**config.mk**
```make
export PLATFORM = sky130hd
export DESIGN_NAME = rgb2ycbcr_pipe_flat
export DESIGN_NICKNAME = d
export VERILOG_FILES = /design/src/rtl/rgb2ycbcr_pipe_if.sv /design/src/rtl/rgb2ycbcr_pipe.sv /design/src/flat_wrapper.sv
export SDC_FILE = /design/constraint.sdc
export NUM_CORES = 1
export LEC_CHECK = 0
export CORE_ASPECT_RATIO = 0.7
export CORE_MARGIN = 4
export CORE_UTILIZATION = 25
export DETAILED_ROUTE_END_ITERATION = 10
export PLACE_DENSITY = 0.39
export SYNTH_ARGS = -nofsm -noshare
export SYNTH_HDL_FRONTEND = slang
export SYNTH_SLANG_ARGS = --single-unit
```
**constraint.sdc**
```tcl
create_clock -name clk -period 9.5 [get_ports clk]
set_clock_uncertainty 0.05 [all_clocks]
set_input_delay 1.425 -clock clk [delete_from_list [all_inputs] [get_ports clk]]
set_output_delay 1.425 -clock clk [all_outputs]
set_load 0.1 [all_outputs]
```
**src/rtl/rgb2ycbcr_pipe_if.sv**
```systemverilog
// rgb2ycbcr_pipe_if: pixel stream bus around the RGB->YCbCr converter.
//   per_frame_vsync/href/clken, per_img_red/green/blue : RGB input stream
//   post_frame_vsync/href/clken                        : syncs delayed to match output data
//   post_img_Y/Cb/Cr, post_c_is_cr                     : YCbCr output stream
// master drives the RGB stream and reads the YCbCr stream; slave is the converter.
interface rgb2ycbcr_pipe_if #(parameter int DW = 8);
    logic          per_frame_vsync;
    logic          per_frame_href;
    logic          per_frame_clken;
    logic [DW-1:0] per_img_red;
    logic [DW-1:0] per_img_green;
    logic [DW-1:0] per_img_blue;
    logic          post_frame_vsync;
    logic          post_frame_href;
    logic          post_frame_clken;
    logic [DW-1:0] post_img_Y;
    logic [DW-1:0] post_img_Cb;
    logic [DW-1:0] post_img_Cr;
    logic          post_c_is_cr;

    modport master (
        output per_frame_vsync, per_frame_href, per_frame_clken,
               per_img_red, per_img_green, per_img_blue,
        input  post_frame_vsync, post_frame_href, post_frame_clken,
               post_img_Y, post_img_Cb, post_img_Cr, post_c_is_cr
    );

    modport slave (
        input  per_frame_vsync, per_frame_href, per_frame_clken,
               per_img_red, per_img_green, per_img_blue,
        output post_frame_vsync, post_frame_href, post_frame_clken,
               post_img_Y, post_img_Cb, post_img_Cr, post_c_is_cr
    );
endinterface

```
**src/rtl/rgb2ycbcr_pipe.sv**
```systemverilog
// rgb2ycbcr_pipe: 4-stage RGB->YCbCr converter with selectable standard, rounding,
// saturation and optional co-sited 4:2:2 chroma.
//   clk, rst_n : pixel clock, asynchronous active-low reset
//   cfg_std    : 00 BT.601 full, 01 BT.601 limited, 10 BT.709 limited (11 = 00)
//   cfg_422    : 1 = 4:2:2 chroma on post_img_Cb, 0 = 4:4:4
//   bus        : pixel stream (slave side), outputs LAT = 4 cycles after inputs
module rgb2ycbcr_pipe #(
    parameter int DW = 8,
    parameter int CW = 10
) (
    input logic            clk,
    input logic            rst_n,
    input logic [1:0]      cfg_std,
    input logic            cfg_422,
    rgb2ycbcr_pipe_if.slave bus
);
    localparam int KW = CW + 2;
    localparam int PW = DW + CW + 3;
    localparam int SW = PW + 1;

    // Coefficients are given in millionths; round half away from zero to CW bits.
    function automatic int kq(input int cm);
        longint a, q;
        a = longint'(cm < 0 ? -cm : cm) << CW;
        q = (a + 64'sd500000) / 64'sd1000000;
        return cm < 0 ? int'(-q) : int'(q);
    endfunction

    // Rows Y/Cb/Cr, columns R/G/B; three blocks of nine for 601 full, 601 limited, 709 limited.
    localparam int K [27] = '{
        kq(299000), kq(587000), kq(114000),
        kq(-168736), kq(-331264), kq(500000),
        kq(500000), kq(-418688), kq(-81312),
        kq(256788), kq(504129), kq(97906),
        kq(-148223), kq(-290993), kq(439216),
        kq(439216), kq(-367788), kq(-71427),
        kq(182586), kq(614231), kq(62007),
        kq(-100644), kq(-338572), kq(439216),
        kq(439216), kq(-398942), kq(-40274)
    };

    localparam logic signed [SW-1:0] OY   = SW'((16 << (DW - 8)) << CW);
    localparam logic signed [SW-1:0] OC   = SW'((128 << (DW - 8)) << CW);
    localparam logic signed [SW-1:0] RND  = SW'(1 << (CW - 1));
    localparam logic signed [SW-1:0] VMAX = SW'((1 << DW) - 1);

    function automatic logic [DW-1:0] clamp(input logic signed [SW-1:0] v);
        logic signed [SW-1:0] t;
        t = v >>> CW;
        return t[SW-1] ? '0 : (t > VMAX) ? '1 : t[DW-1:0];
    endfunction

    logic                 vs_d;
    logic [1:0]           std_q;
    logic                 c422_q;
    logic [3:0]           vs_sr, hr_sr, ce_sr;
    logic [DW-1:0]        px [3];
    logic signed [KW-1:0] k [9];
    logic signed [PW-1:0] p [9];
    logic                 lim1;
    logic [2:0]           m422;
    logic signed [SW-1:0] s [3];
    logic [DW-1:0]        c3 [3];
    logic                 ph;
    logic [DW-1:0]        cr_hold;
    logic [DW-1:0]        y_o, cb_o, cr_o;
    logic                 cis_o;

    always_comb begin
        px[0] = bus.per_img_red;
        px[1] = bus.per_img_green;
        px[2] = bus.per_img_blue;
        for (int i = 0; i < 9; i++)
            k[i] = KW'(std_q == 2'd1 ? K[9 + i] : std_q == 2'd2 ? K[18 + i] : K[i]);
    end

    always_ff @(posedge clk or negedge rst_n) begin
        if (!rst_n) begin
            vs_d    <= 1'b0;
            std_q   <= 2'd0;
            c422_q  <= 1'b0;
            vs_sr   <= '0;
            hr_sr   <= '0;
            ce_sr   <= '0;
            lim1    <= 1'b0;
            m422    <= '0;
            ph      <= 1'b0;
            cr_hold <= '0;
            y_o     <= '0;
            cb_o    <= '0;
            cr_o    <= '0;
            cis_o   <= 1'b0;
            for (int i = 0; i < 9; i++) p[i] <= '0;
            for (int i = 0; i < 3; i++) begin
                s[i]  <= '0;
                c3[i] <= '0;
            end
        end else begin
            vs_d <= bus.per_frame_vsync;
            if (bus.per_frame_vsync && !vs_d) begin
                std_q  <= cfg_std;
                c422_q <= cfg_422;
            end
            vs_sr <= {vs_sr[2:0], bus.per_frame_vsync};
            hr_sr <= {hr_sr[2:0], bus.per_frame_href};
            ce_sr <= {ce_sr[2:0], bus.per_frame_clken};
            // S1: products; config travels with the pixel so a vsync change never splits one
            for (int i = 0; i < 9; i++)
                p[i] <= PW'($signed({1'b0, px[i % 3]})) * PW'(k[i]);
            lim1 <= std_q == 2'd1 || std_q == 2'd2;
            m422 <= {m422[1:0], c422_q};
            // S2: sums with offset and rounding
            s[0] <= SW'(p[0]) + SW'(p[1]) + SW'(p[2]) + (lim1 ? OY : SW'(0)) + RND;
            s[1] <= SW'(p[3]) + SW'(p[4]) + SW'(p[5]) + OC + RND;
            s[2] <= SW'(p[6]) + SW'(p[7]) + SW'(p[8]) + OC + RND;
            // S3: scale back and saturate
            for (int i = 0; i < 3; i++) c3[i] <= clamp(s[i]);
            // S4: chroma phase counts only qualified pixels and restarts every line
            ph <= hr_sr[2] && (ce_sr[2] ? !ph : ph);
            if (hr_sr[2] && ce_sr[2] && !ph) cr_hold <= c3[2];
            y_o   <= hr_sr[2] ? c3[0] : '0;
            cb_o  <= !hr_sr[2] ? '0 : (m422[2] && ph) ? cr_hold : c3[1];
            cr_o  <= (hr_sr[2] && !m422[2]) ? c3[2] : '0;
            cis_o <= hr_sr[2] && m422[2] && ph;
        end
    end

    assign bus.post_frame_vsync = vs_sr[3];
    assign bus.post_frame_href  = hr_sr[3];
    assign bus.post_frame_clken = ce_sr[3];
    assign bus.post_img_Y       = y_o;
    assign bus.post_img_Cb      = cb_o;
    assign bus.post_img_Cr      = cr_o;
    assign bus.post_c_is_cr     = cis_o;
endmodule

```
**src/flat_wrapper.sv**
```systemverilog
// flat-port wrapper written by rule: the top's interface ports become plain ports
module rgb2ycbcr_pipe_flat 
#(
    parameter int DW = 8,
    parameter int CW = 10
)
  (clk, rst_n, cfg_std, cfg_422, bus_per_frame_vsync, bus_per_frame_href, bus_per_frame_clken, bus_per_img_red, bus_per_img_green, bus_per_img_blue, bus_post_frame_vsync, bus_post_frame_href, bus_post_frame_clken, bus_post_img_Y, bus_post_img_Cb, bus_post_img_Cr, bus_post_c_is_cr);
  rgb2ycbcr_pipe_if #(.DW(DW)) bus_i ();
  input logic clk;
  input logic rst_n;
  input logic [1:0] cfg_std;
  input logic cfg_422;
  input wire logic [$bits(bus_i.per_frame_vsync)-1:0] bus_per_frame_vsync;
  input wire logic [$bits(bus_i.per_frame_href)-1:0] bus_per_frame_href;
  input wire logic [$bits(bus_i.per_frame_clken)-1:0] bus_per_frame_clken;
  input wire logic [$bits(bus_i.per_img_red)-1:0] bus_per_img_red;
  input wire logic [$bits(bus_i.per_img_green)-1:0] bus_per_img_green;
  input wire logic [$bits(bus_i.per_img_blue)-1:0] bus_per_img_blue;
  output wire logic [$bits(bus_i.post_frame_vsync)-1:0] bus_post_frame_vsync;
  output wire logic [$bits(bus_i.post_frame_href)-1:0] bus_post_frame_href;
  output wire logic [$bits(bus_i.post_frame_clken)-1:0] bus_post_frame_clken;
  output wire logic [$bits(bus_i.post_img_Y)-1:0] bus_post_img_Y;
  output wire logic [$bits(bus_i.post_img_Cb)-1:0] bus_post_img_Cb;
  output wire logic [$bits(bus_i.post_img_Cr)-1:0] bus_post_img_Cr;
  output wire logic [$bits(bus_i.post_c_is_cr)-1:0] bus_post_c_is_cr;
  assign bus_i.per_frame_vsync = bus_per_frame_vsync;
  assign bus_i.per_frame_href = bus_per_frame_href;
  assign bus_i.per_frame_clken = bus_per_frame_clken;
  assign bus_i.per_img_red = bus_per_img_red;
  assign bus_i.per_img_green = bus_per_img_green;
  assign bus_i.per_img_blue = bus_per_img_blue;
  assign bus_post_frame_vsync = bus_i.post_frame_vsync;
  assign bus_post_frame_href = bus_i.post_frame_href;
  assign bus_post_frame_clken = bus_i.post_frame_clken;
  assign bus_post_img_Y = bus_i.post_img_Y;
  assign bus_post_img_Cb = bus_i.post_img_Cb;
  assign bus_post_img_Cr = bus_i.post_img_Cr;
  assign bus_post_c_is_cr = bus_i.post_c_is_cr;
  rgb2ycbcr_pipe #(.DW(DW), .CW(CW)) u_core (.clk(clk), .rst_n(rst_n), .cfg_std(cfg_std), .cfg_422(cfg_422), .bus(bus_i));
endmodule
```
==> qor.yml <==
outcome: "finished, final reports clean"
core_um2: 113000
fin_crit_sh: 0.680
path_clk_slew_ps: 60
drv_cap: 0
cts-root-buf: "clkbuf_16"
crit_start: "bus_per_img_green[2]"
fp.dieH_um: 291
final_cell_mix: "inv_1, ha_1, fa_1"
port_buffers: 59
dp.cells: 4381
worst_pin_slew_ps: 986
vias_per_cell: 4.11
cts-hold-fix-buffers: 0
cts_made_buffers: 39
grt_max_degree: 149
antenna_found_initial: 10
regArea_um2: 7110
min_from: "u_core.m422[0]"
ys_types: 60
worstPathRequired_ps: 9930
cp_common_cell: "inv_1"
clk_latency_ps: 560
r2r-start: "u_core.std_q[0]"
grt_use_total: 0.136
slew_headroom: 0.341
post_drt_wl_per_cell_um: 17.6
critPathBufInv: 6
drc_errors: 0
slew_violations: 0
seq_area_frac_synth: 0.248
synth-edff-count: 0
finalSetupTns_ps: 0
final_nets: 3765
dpl_cell_area_um2: 31100
cts_resized: 0
setup_viol: 0
grt-ovfl-total: 0
grt_pass1_vias: 19800
r2r_end: "u_core.p[124]"
drt_first_pass_iters: 4
grt_pass1_wl_um: 123000
gp_congestion: 0.818
worst-r2r-setup-slack_ps: 3440
dp_hpwl_um: 66400
reg2reg_depth: 24
synth_seq_cells: 284
cp_max_fo: 8
cts.path.max_buffers: 3
end_kind: "flip-flop"
multiInputGateArea_um2: 18800
cp_slowest_cell: "clkdlybuf4s50_1"
hold_class: "reg2reg"
fp-row-count: 103
cp.arrival_ps: 6890
max_stage_delay_ps: 860
critPathLaunchType: "input pin"
cts_tree: "built"
area_growth_pct: 13.5
path_delay_family: "adder cells"
synthFlopType: "dfrtp_1"
drtIter0Drc: 733
htree_levels: 2
synthTopCellsByArea: "dfrtp_1, fa_1, ha_1"
routed_wl_um: 78400
synthArstFlopShare: 1.00
netlist_instances: 2817
layoutNonFillerInstCount: 4453
period_needed_ps: 6460
fillers: 12100
syn_avg_cell_area_um2: 10.2
pin_count: 60
synth-warning-count: 0
max_freq_mhz: 155
via_count: 18300
path_depth: 20
synth_area_um2: 28700
design_area_um2: 32500
detail-route-antenna-nets: 0
drive_gt1_frac: 0.0348
layout_commonest_cell: "inv_1"
die_area_um2: 120000
die_x_um: 413
worstPathCellList: "clkdlybuf4s50_1 -> inv_1 -> nor2_1 -> inv_1 -> fa_1 -> inv_1 -> fa_1 -> ha_1 -> inv_1 -> fa_1 -> inv_1 -> fa_1 -> a21o_1 -> a21oi_1 -> o21bai_1 -> a21oi_1 -> o21ai_1 -> a21o_1 -> a21oi_1 -> xnor2_1"
synthDominantCellAreaShare: 0.248
hold_violations: 0
endpoint: "u_core.p[162]"
crit_type: "in2reg"
cts_sinks: 284
yosys.area.top_type: "dfrtp_1"
rsz0062_at_grt: "false"
post_cts_buffers: 0
start_util: 0.253
==> metal layers <==
layer / part of all wire / global-route usage / routed length [µm]
met1: 0.57 / 0.226 / 45000
met2: 0.38 / 0.184 / 29900
met3: 0.033 / 0.0198 / 2590
met4: 0.011 / 0.0206 / 889
met5: 0 / 0 / 0
==> registers in the layout, indices dropped and copies added, names as in the netlist, 8 cells and up <==
name	cells
u_core.cr_hold	8
u_core.p	173
u_core.bus.post_img_Y	8
u_core.c3	24
u_core.bus.post_img_Cb	8
u_core.bus.post_img_Cr	8
u_core.s	34
==> worst min-delay path by stage <==
stage,to,cells after the start
CTS,u_core.vs_sr[2],0
finish,u_core.m422[1],0
global route,u_core.m422[1],0
floorplan,u_core.ce_sr[1],0
detailed placement,u_core.hr_sr[1],0
global placement,u_core.m422[1],0
==> synth_stat cells, types with 11 or more instances <==
master / count
a21boi_0: 11
a21o_1: 50
a21oi_1: 101
and2_1: 48
clkbuf_1: 31
dfrtp_1: 284
fa_1: 341
ha_1: 492
inv_1: 692
nand2_1: 119
nand2b_1: 15
nand3_1: 20
nor2_1: 150
nor2b_1: 39
nor3_1: 31
o21a_1: 12
o21ai_0: 32
o21ai_1: 31
o21bai_1: 18
or3_1: 15
xnor2_1: 110
xor2_1: 47
==> worst register-to-register path, stage by stage, from the launching register on <==
cell and delay, ps:
dfrtp_1 350, inv_1 80, ha_1 290, buf_4 450, inv_1 160, buf_4 280, nand2_1 230, inv_1 220
fa_1 590, inv_1 60, fa_1 490, inv_1 50, ha_1 260, inv_1 40, fa_1 510, inv_1 50
ha_1 260, a21o_1 180, a21oi_1 220, nand2b_1 190, a21oi_1 120, a211oi_1 390, o31ai_1 140, a21oi_1 180
xnor2_1 140
==> kinds of logic after synthesis <==
family / count (synthesis) / synth area share
XOR/XNOR: 157 / 0.0480
other: 2 / 0.000262
AO/OA/AOI/OAI: 323 / 0.0718
buffers and inverters: 731 / 0.0958
AND/OR/NAND/NOR: 474 / 0.0781
multiplexers: 12 / 0.00459
flip-flops: 284 / 0.248
adder cells (fa/ha/maj): 834 / 0.453
==> metrics by stage <==
step	setup WS, ps	util	hold WS [ps]
after floorplan	3830	-	281
after global placement	2520	0.275	282
after detailed placement	2510	0.275	285
after CTS	3110	0.287	298
after global routing	2740	0.287	300
final	3040	0.287	296
==> final cells by class <==
cell class / instances / area share
Multi-Input combinational cell: 1808 / 0.579
Sequential cell: 284 / 0.218
Inverter: 696 / 0.0803
Tap cell: 1522 / 0.0585
Clock buffer: 56 / 0.0363
Timing Repair Buffer: 71 / 0.0215
Clock inverter: 13 / 0.00592
Antenna cell: 3 / 0.000231
Power is left out: the tool's default activity adds up to more than one toggle a clock period on the data nets, which glitch-free logic cannot reach.
